File: config.mk
export PLATFORM = sky130hd
export DESIGN_NAME = mc_timer_flat
export DESIGN_NICKNAME = d
export VERILOG_FILES = /design/src/rtl/mc_timer_if.sv /design/src/rtl/mc_timer.sv /design/src/flat_wrapper.sv
export SDC_FILE = /design/constraint.sdc
export NUM_CORES = 1
export LEC_CHECK = 0
export ABC_AREA = 1
export BUFFER_PORTS_ARGS = -buffer_cell sky130_fd_sc_hd__buf_2
export CAP_MARGIN = 5
export CORE_MARGIN = 2
export CORE_UTILIZATION = 50
export CTS_CLUSTER_DIAMETER = 50
export CTS_CLUSTER_SIZE = 10
export DETAILED_ROUTE_END_ITERATION = 8
export HOLD_SLACK_MARGIN = 0.1
export MAX_ROUTING_LAYER = met4
export PLACE_DENSITY = 0.7
export SYNTH_ARGS = -nofsm -noshare
export SYNTH_HDL_FRONTEND = slang
export SYNTH_SLANG_ARGS = --single-unit
File: constraint.sdc
create_clock -name clk -period 2.3 [get_ports clk]
set_clock_uncertainty 0.2 [all_clocks]
set_input_delay 0 -clock clk [delete_from_list [all_inputs] [get_ports clk]]
set_output_delay 0 -clock clk [all_outputs]
set_load 0.02 [all_outputs]
File: src/rtl/mc_timer_if.sv
// Register bus between a host and mc_timer.
// A read strobe returns registered data with a one-cycle valid pulse.
interface mc_timer_if #(
   parameter int WIDTH = 32
);
   logic [3:0]       addr;
   logic             wr_en;
   logic             rd_en;
   logic [WIDTH-1:0] wr_data;
   logic [WIDTH-1:0] rd_data;
   logic             rd_valid;

   modport master (
      output addr, wr_en, rd_en, wr_data,
      input  rd_data, rd_valid
   );

   modport slave (
      input  addr, wr_en, rd_en, wr_data,
      output rd_data, rd_valid
   );
endinterface

File: src/rtl/mc_timer.sv
// Multi-channel timer: a prescaled up-counter with compare and capture channels,
// sticky W1C status and a level interrupt, accessed through mc_timer_if.
module mc_timer #(
   parameter int WIDTH    = 32,
   parameter int CHANNELS = 4
) (
   input  logic                clk,
   input  logic                rst,
   input  logic                timer_rst,
   mc_timer_if.slave           bus,
   input  logic [CHANNELS-1:0] cap_in,
   output logic                irq,
   output logic [WIDTH-1:0]    count
);

   logic [2:0]          ctrl_q, ctrl_d;
   logic [WIDTH-1:0]    prescale_q, prescale_d;
   logic [WIDTH-1:0]    count_q, count_d;
   logic [WIDTH-1:0]    pcnt_q, pcnt_d;
   logic [16:0]         status_q, status_d;
   logic [16:0]         irqEn_q, irqEn_d;
   logic [WIDTH-1:0]    cmp_q [CHANNELS];
   logic [WIDTH-1:0]    cmp_d [CHANNELS];
   logic [WIDTH-1:0]    cap_q [CHANNELS];
   logic [WIDTH-1:0]    cap_d [CHANNELS];
   logic [CHANNELS-1:0] sync1_q, sync2_q, sync3_q;
   logic [WIDTH-1:0]    rdData_q, rdData_d;
   logic                rdValid_q;

   logic                tick, wrap, countWr;
   logic [16:0]         wrData17, statusSet, statusClr;
   logic [CHANNELS-1:0] capEdge;
   logic [WIDTH-1:0]    rdMux;

   assign wrData17 = 17'(bus.wr_data);
   assign countWr  = bus.wr_en && (bus.addr == 4'd2);
   assign tick     = ctrl_q[0] && (pcnt_q == prescale_q);
   assign wrap     = tick && ctrl_q[1] && (count_q == cmp_q[0]);
   assign capEdge  = sync2_q & ~sync3_q;

   // Read data is taken from the current registers, so a simultaneous write is not yet visible.
   always_comb begin
      rdMux = '0;
      case (bus.addr)
         4'd0:    rdMux = WIDTH'(ctrl_q);
         4'd1:    rdMux = prescale_q;
         4'd2:    rdMux = count_q;
         4'd3:    rdMux = WIDTH'(status_q);
         4'd4:    rdMux = WIDTH'(irqEn_q);
         default: rdMux = '0;
      endcase
      for (int k = 0; k < CHANNELS; k++) begin
         if (bus.addr == 4'(8 + 2 * k)) rdMux = cmp_q[k];
         if (bus.addr == 4'(9 + 2 * k)) rdMux = cap_q[k];
      end
   end

   // Next-state: hardware status sets are OR-ed after the W1C clear so a coincident event wins.
   always_comb begin
      ctrl_d     = ctrl_q;
      prescale_d = prescale_q;
      irqEn_d    = irqEn_q;
      cmp_d      = cmp_q;
      cap_d      = cap_q;
      count_d    = count_q;
      pcnt_d     = pcnt_q;
      statusSet  = '0;
      statusClr  = '0;
      rdData_d   = bus.rd_en ? rdMux : rdData_q;

      for (int k = 0; k < CHANNELS; k++) begin
         if (tick && (count_q == cmp_q[k])) statusSet[k] = 1'b1;
         if (capEdge[k]) begin
            cap_d[k]         = count_q;
            statusSet[8 + k] = 1'b1;
         end
      end
      if (tick && !wrap && (count_q == '1)) statusSet[16] = 1'b1;

      if (bus.wr_en) begin
         case (bus.addr)
            4'd0:    ctrl_d     = bus.wr_data[2:0];
            4'd1:    prescale_d = bus.wr_data;
            4'd3:    statusClr  = wrData17;
            4'd4:    irqEn_d    = wrData17;
            default: ;
         endcase
         for (int k = 0; k < CHANNELS; k++) begin
            if (bus.addr == 4'(8 + 2 * k)) cmp_d[k] = bus.wr_data;
         end
      end
      status_d = (status_q & ~statusClr) | statusSet;

      if (timer_rst) begin
         count_d = '0;
         pcnt_d  = '0;
      end else if (countWr) begin
         count_d = bus.wr_data;
         pcnt_d  = '0;
      end else if (ctrl_q[0]) begin
         if (tick) begin
            pcnt_d  = '0;
            count_d = wrap ? '0 : count_q + 1'b1;
         end else begin
            pcnt_d = pcnt_q + 1'b1;
         end
      end

      if (wrap && ctrl_q[2] && !timer_rst && !countWr) ctrl_d[0] = 1'b0;
   end

   // State registers, including the capture synchronisers.
   always_ff @(posedge clk) begin
      if (rst) begin
         ctrl_q     <= '0;
         prescale_q <= '0;
         count_q    <= '0;
         pcnt_q     <= '0;
         status_q   <= '0;
         irqEn_q    <= '0;
         sync1_q    <= '0;
         sync2_q    <= '0;
         sync3_q    <= '0;
         rdData_q   <= '0;
         rdValid_q  <= 1'b0;
         for (int k = 0; k < CHANNELS; k++) begin
            cmp_q[k] <= '0;
            cap_q[k] <= '0;
         end
      end else begin
         ctrl_q     <= ctrl_d;
         prescale_q <= prescale_d;
         count_q    <= count_d;
         pcnt_q     <= pcnt_d;
         status_q   <= status_d;
         irqEn_q    <= irqEn_d;
         sync1_q    <= cap_in;
         sync2_q    <= sync1_q;
         sync3_q    <= sync2_q;
         rdData_q   <= rdData_d;
         rdValid_q  <= bus.rd_en;
         cmp_q      <= cmp_d;
         cap_q      <= cap_d;
      end
   end

   assign bus.rd_data  = rdData_q;
   assign bus.rd_valid = rdValid_q;
   assign irq          = |(status_q & irqEn_q);
   assign count        = count_q;

endmodule

File: src/flat_wrapper.sv
// flat-port wrapper written by rule: the top's interface ports become plain ports
module mc_timer_flat 
#(
   parameter int WIDTH    = 32,
   parameter int CHANNELS = 4
)
  (clk, rst, timer_rst, cap_in, irq, count, bus_addr, bus_wr_en, bus_rd_en, bus_wr_data, bus_rd_data, bus_rd_valid);
  mc_timer_if #(.WIDTH(WIDTH)) bus_i ();
  input  logic clk;
  input  logic rst;
  input  logic timer_rst;
  input  logic [CHANNELS-1:0] cap_in;
  output logic irq;
  output logic [WIDTH-1:0] count;
  input wire logic [$bits(bus_i.addr)-1:0] bus_addr;
  input wire logic [$bits(bus_i.wr_en)-1:0] bus_wr_en;
  input wire logic [$bits(bus_i.rd_en)-1:0] bus_rd_en;
  input wire logic [$bits(bus_i.wr_data)-1:0] bus_wr_data;
  output wire logic [$bits(bus_i.rd_data)-1:0] bus_rd_data;
  output wire logic [$bits(bus_i.rd_valid)-1:0] bus_rd_valid;
  assign bus_i.addr = bus_addr;
  assign bus_i.wr_en = bus_wr_en;
  assign bus_i.rd_en = bus_rd_en;
  assign bus_i.wr_data = bus_wr_data;
  assign bus_rd_data = bus_i.rd_data;
  assign bus_rd_valid = bus_i.rd_valid;
  mc_timer #(.WIDTH(WIDTH), .CHANNELS(CHANNELS)) u_core (.clk(clk), .rst(rst), .timer_rst(timer_rst), .bus(bus_i), .cap_in(cap_in), .irq(irq), .count(count));
endmodule
==> summary.md, run 1 <==
| Metric | Value |
|---|---|
| Flops & latches, synth | `434` |
| Die Height | `214 um` |
| Outcome | `completed` |
| Final worst path period share | `97.8%` |
| Post-Syn Nets | `3373` |
| Grt total ovfl | `0` |
| Post-synth EDFFs | `0` |
| Area Overhead vs Synth | `26.0%` |
| Share of cells above drive strength 1 | `16.8%` |
| Input/output buffers | `110` |
| Setup TNS | `0 ps` |
| Core area | `0.0433 mm^2` |
| I/O pin count | `111` |
| Full die area | `0.0458 mm^2` |
| Starting DRT DRC Count | `3323` |
| All-layer global routing usage | `40.4%` |
| Post-synth top area share | `39.4%` |
| R2R depth | `9` |
| DRT Wirelength | `92900 um` |
| Min cycle time layout | `2250 ps` |
| Avg Inst Size Synth | `6.63 um^2` |
| Vias in the first global route | `23400` |
| Area contributors post-synth | `dfxtp_1, nand2_1, a21oi_1, o21ai_0, inv_1` |
| Root buffer cell | `clkbuf_16` |
| # rows | `76` |
| Final Power | `17.8 mW` |
| Post-DP HPWL | `67200 um` |
| Synthesized instance count | `3326` |
| Multi-input gate area | `0.0115 mm^2` |
| Final core utilization | `64.2%` |
| Reg-to-Reg End | `u_core.bus.rd_data[11]$_SDFFE_PP0P_` |
| Fmax | `445 MHz` |
| Num CTS Buffers | `58` |
| Htree depth | `2` |
| Cell area after synthesis | `0.0220 mm^2` |
| Worst-Margin Slew | `803 ps` |
| Leakage | `11.6 nW` |
| Post-synthesis async set-or-reset flop share | `0%` |
| Crit Path Class | `input pin to flop` |
| Synth warnings | `0` |
| CP endpoint kind | `flop` |
| Top_reg_cell synth | `dfxtp_1` |
| Final hold vios | `0` |
| Critical Path Start | `bus_addr[1]` |
| CTS sink count | `434` |
| Worst R2R Start | `u_core.count[11]$_SDFFE_PP0P_` |
| First-pass GRT wire length | `140000 um` |
| CP Max Fanout | `12` |
| Worst VDD drop | `0.608 mV` |
| Fillers | `3876` |
| Drc violations | `0` |
| Initial antenna violation count | `1` |
| Critical Path Source Type | `input pin` |
| Flop-to-flop setup slack | `70 ps` |
| Starting Density | `51.0%` |
| Number of inserted diodes | `0` |
| Arrival time worst endpoint | `2600 ps` |
| DR vias/cell | `5.85` |
| Register Area | `0.00873 mm^2` |
| CTS max path bufs | `3` |
| Pin count of the biggest net entering global routing | `70` |
| Cell area power density | `640 mW/mm^2` |
| Clk_lat worst skew | `630 ps` |
| Min-Delay Path Class | `input pin to flop` |
| Via count | `25000` |
| TritonCTS clock tree | `yes` |
| Fin. max-slew vios | `0` |
| GP Congestion | `1.02` |
| Unique cell type count in the Yosys netlist | `43` |
| Final #Nets | `3705` |
| Worst-path clk slew | `60 ps` |
| Worst slew margin relative to its limit | `46.4%` |
| Final ANT Viol Nets | `0` |
| WL per Instance | `21.8 um` |
| Drt pass-1 iters | `6` |
| Yosys top cell by area | `dfxtp_1` |
| Register area share after synthesis | `39.4%` |
| Max cap viols | `0` |
| Data required, critical path | `2650 ps` |
| Setup crit end | `u_core.cmp_q[52]$_SDFFE_PP0P_` |
| Hold WS | `133 ps` |
| Setup violations, final | `0` |
| Die width | `214 um` |
-- worst max-delay path: stages --
cell	delay, ps
buf_2	130
nor2_2	290
dlygate4sd3_1	770
inv_1	120
nor2_4	140
buf_4	230
dlygate4sd3_1	660
nand3_1	90
a21oi_1	160
-- what timing repair did --
item | 4_1_cts | 5_1_grt
gates cloned | 0 | 1
hold buffers | 83 | 0
resized for setup | 15 | 108
pin swaps | 0 | 20
endpoints found under the setup margin | 38 | 64
hold endpoints to repair | 326 | 0
setup buffers | 0 | 4
-- logic make-up (layout without fill, tap and decap cells) --
logic type                 Yosys count  in the layout  share of synthesized area (%)
and+or+nand+nor                   1384           1384                           26.7
AOI/OAI and AO/OA                  837            837                           19.7
buffers and inverters              571            927                           10.2
xor gates and xnor gates            98             98                           3.89
DFF                                434            434                           39.4
adders and majority gates            2              2                          0.113
-- cell usage in the layout (no fill, tap or decap), drive strengths merged, types with 2 or more instances in the layout --
cell type	count
o31ai	2
xor2	62
a21oi	422
o211ai	8
a221oi	5
nand3	157
buf	410
a21o	3
nand3b	9
o2111ai	9
a211oi	2
nand2	711
clkinv	21
xnor2	36
o21ai	338
inv	342
clkinvlp	4
ha	2
dfxtp	434
nor3b	5
nor2	313
nor3	66
clkbuf	66
dlygate4sd3	82
nor4	17
o22ai	42
nand4	102
or2	3
o21a	3
-- metrics by stage --
| stage | setup WS, ps | std cells | cell area, um^2 |
|---|---|---|---|
| floorplan | 129 | 3326 | 22000 |
| global placement | -198 | 4096 | 24900 |
| detailed placement | -223 | 4096 | 24900 |
| CTS | 4.29 | 4263 | 27400 |
| global route | -22.7 | 4267 | 27800 |
| finish | 50.9 | 4267 | 27800 |
-- flip-flops by register name, summed over array words and instances, names as in the netlist, 4 cells and up --
| signal | cells |
|---|---|
| u_core.prescale_q | 32 |
| u_core.bus.rd_data | 32 |
| u_core.cap_q | 128 |
| u_core.irqEn_q | 17 |
| u_core.cmp_q | 128 |
| u_core.count | 32 |
| u_core.sync3_q | 4 |
| u_core.sync1_q | 4 |
| u_core.status_q | 17 |
| u_core.pcnt_q | 32 |
| u_core.sync2_q | 4 |
-- cell usage after synthesis (3+ instances only) --
cell	instances
nor4_1	17
o21ai_0	338
inv_2	8
inv_1	330
o2111ai_1	9
a21o_1	3
nand4_1	100
nand3_1	155
a221oi_1	5
dfxtp_1	434
nor3b_1	5
nor3_1	65
xnor2_1	36
nand3b_1	9
xor2_1	62
buf_1	5
nor2_1	308
buf_2	41
clkinv_1	11
clkbuf_1	164
buf_4	8
nor2_2	4
o21a_1	3
a21oi_1	422
nand2_1	709
o211ai_1	8
o22ai_1	42
-- layout make-up --
class / count / area share, %
flip-flops and latches: 434 / 31.4
clock inverters: 19 / 0.662
multi-input cells: 2321 / 41.2
well taps: 585 / 2.63
inverters: 349 / 4.75
clock buffers: 65 / 5.43
repair buffers: 494 / 13.9
-- worst min-delay path by stage --
stage,from,end,slack [ps],cells after the start
floorplan,cap_in[0],u_core.sync1_q[0]$_SDFF_PP0_,-90,2
global placement,cap_in[0],u_core.sync1_q[0]$_SDFF_PP0_,8,3
detailed placement,cap_in[2],u_core.sync1_q[2]$_SDFF_PP0_,7,3
CTS,bus_wr_data[14],u_core.cmp_q[46]$_SDFFE_PP0P_,110,4
global route,bus_wr_data[20],u_core.cmp_q[52]$_SDFFE_PP0P_,150,4
finish,bus_wr_data[14],u_core.cmp_q[46]$_SDFFE_PP0P_,130,4
-- layer usage --
| layer | track usage, % | wire length [um] |
|---|---|---|
| met1 | 52.6 | 37500 |
| met2 | 60.6 | 40200 |
| met3 | 7.84 | 10400 |
| met4 | 18.4 | 4860 |
| met5 | - | 0 |
-- where the power goes --
part	total, mW	leakage [nW]	internal, mW	switching, mW
Clock	8.27	0.826	4.76	3.51
Combinational	1.65	7.26	0.545	1.11
Sequential	7.86	3.54	7.74	0.127
(Power assumes the default switching activity.)
==> run 2: changes to the inputs <==
- RECOVER_POWER: unset -> 100
==> summary.md, run 2 (synthesis gave the netlist of run 1 again) <==
| Metric | Value |
|---|---|
| Outcome | `completed` |
| Placed instance area | `0.0249 mm^2 (unchanged)` |
| CP top delay family | `buffers and inverters` |
| CP Cell Sequence | `clkbuf_2 -> nor2_2 -> dlygate4sd3_1 -> inv_1 -> nor2_2 -> clkbuf_4 -> dlygate4sd3_1 -> nand3_1 -> a21oi_1` |
| CTS max path bufs | `3 (unchanged)` |
| Htree depth | `2 (unchanged)` |
| Input/output buffers | `110 (unchanged)` |
| Num CTS Buffers | `58 (unchanged)` |
| Starting DRT DRC Count | `3230 (-2.8%)` |
| Final Power | `17.8 mW (about the same)` |
| Starting Density | `51.0% (unchanged)` |
| CP endpoint kind | `flop` |
| WL per Instance | `21.8 um (about the same)` |
| First-pass GRT wire length | `140000 um (unchanged)` |
| Number of inserted diodes | `0 (unchanged)` |
| Initial antenna violation count | `1 (unchanged)` |
| Max cap viols | `0 (unchanged)` |
| Setup TNS | `0 ps (unchanged)` |
| CTS sink count | `434 (unchanged)` |
| Post-DP HPWL | `67200 um (unchanged)` |
| DRT Wirelength | `93000 um (about the same)` |
| Worst VDD drop | `0.610 mV (+0.30%)` |
| Drc violations | `0 (unchanged)` |
| Root buffer cell | `clkbuf_16` |
| Finished Layout Cells | `4267 (unchanged)` |
| Die Height | `214 um (unchanged)` |
| Dpl ws | `-223 ps (unchanged)` |
| Vias in the first global route | `23400 (unchanged)` |
| WHS Path Cells | `4 (unchanged)` |
| Fin. max-slew vios | `0 (unchanged)` |
| Final worst path period share | `99.6% (+1.8 points)` |
| Critical Path Source Type | `input pin` |
| Worst path bufs/invs | `5 (unchanged)` |
| Min cycle time layout | `2290 ps (+41.5 ps)` |
| Min-Delay Path Class | `input pin to flop` |
| Via count | `25000 (+0.23%)` |
| Final hold vios | `0 (unchanged)` |
| R2R depth | `9 (unchanged)` |
| TritonCTS clock tree | `yes` |
| GP Congestion | `1.02 (unchanged)` |
| Share of cells above drive strength 1 | `15.0% (-1.8 points)` |
| CP Max Fanout | `12 (unchanged)` |
| All-layer global routing usage | `40.4% (unchanged)` |
| Pin count of the biggest net entering global routing | `70 (unchanged)` |
| Commonest non-fill, non-tap cell in the layout | `nand2_1` |
| Final core utilization | `63.9% (-0.33 points)` |
| Worst-path clk slew | `60 ps (about the same)` |
| Drt pass-1 iters | `6 (unchanged)` |
| Most frequent cells in the layout | `nand2_1, a21oi_1, dfxtp_1, o21ai_0, inv_1` |
| Fin worst setup slack | `9.42 ps (-41.5 ps)` |
| Data required, critical path | `2650 ps (about the same)` |
| I/O pin count | `111 (unchanged)` |
| DR vias/cell | `5.86 (+0.23%)` |
| Design Area, Final | `0.0276 mm^2 (-0.52%)` |
| Post-Place Cells | `4096 (unchanged)` |
| Cell area power density | `643 mW/mm^2 (+0.44%)` |
| Max incr delay on CP | `740 ps (-30 ps)` |
| Grt total ovfl | `0 (unchanged)` |
| Area Overhead vs Synth | `25.4%` |
| Full die area | `0.0458 mm^2 (unchanged)` |
| Core area | `0.0433 mm^2 (unchanged)` |
| Die width | `214 um (unchanged)` |
| Fmax | `437 MHz (-1.8%)` |
| Crit Path Class | `input pin to flop` |
| Setup violations, final | `0 (unchanged)` |
| Arrival time worst endpoint | `2640 ps (+40 ps)` |
| CP Depth | `9 (unchanged)` |
| Hold WS | `131 ps (-2.50 ps)` |
| Biggest regs | `u_core.cap_q (128), u_core.cmp_q (128)` |
| Worst-Margin Slew | `944 ps (+141 ps)` |
| Worst slew margin relative to its limit | `37.1% (-9.3 points)` |
| Final ANT Viol Nets | `0 (unchanged)` |
| CP max-delay cell | `dlygate4sd3_1` |
| Leakage | `11.4 nW (-2.3%)` |
| Clk_lat worst skew | `630 ps (about the same)` |
| Final #Nets | `3705 (unchanged)` |
| # rows | `76 (unchanged)` |
## run 2: cell types whose count changed in the layout (fill, tap and decap cells not counted), moves of 2 or more
cell	previous run	this run
buf_12	14	12
buf_2	109	53
buf_4	279	262
buf_6	8	10
clkbuf_1	4	67
clkbuf_2	0	7
clkbuf_4	1	4
## run 2: final cells by class
cell class              instances  area [um^2]
fillers                      3933        15600
well taps                     585          732
repair buffers                494         3720
clock inverters                19          184
inverters                     349         1320
flip-flops and latches        434         8730
multi-input cells            2321        11400
clock buffers                  65         1510
## run 2: power by group
group          internal [mW]  total [mW]  switching (mW)
combinational          0.530        1.64            1.11
clock                   4.76        8.27            3.51
sequential              7.74        7.86           0.127
## run 2: layer usage
metal / wire length (um) / up-vias / GRT usage (%)
li1: - / 11600 / -
met1: 37800 / 11600 / 52.6
met2: 40200 / 1530 / 60.6
met3: 9980 / 287 / 7.84
met4: 4990 / 0 / 18.4
met5: 0 / - / -
## run 2: final timing paths
path	startpoint	end	slack, ps
worst min-delay path	bus_wr_data[14]	u_core.cmp_q[46]$_SDFFE_PP0P_	130
worst min register to register	u_core.sync1_q[0]$_SDFF_PP0_	u_core.sync2_q[0]$_SDFF_PP0_	200
worst max register to register	u_core.count[11]$_SDFFE_PP0P_	u_core.bus.rd_data[11]$_SDFFE_PP0P_	30
worst max-delay path	bus_addr[1]	u_core.cmp_q[52]$_SDFFE_PP0P_	9
## run 2: worst min-delay path: stages
cell,delay [ps]
dlygate4sd3_1,530
buf_2,210
nand3_1,110
a21oi_1,60
## run 2: repair_timing
action / CTS / global route
hold buffers: 83 / 0
setup endpoints to repair: 38 / 64
setup buffers: 0 / 4
pin swaps: 0 / 20
endpoints found under the hold margin: 326 / 0
gates cloned: 0 / 1
gates resized for setup: 15 / 108
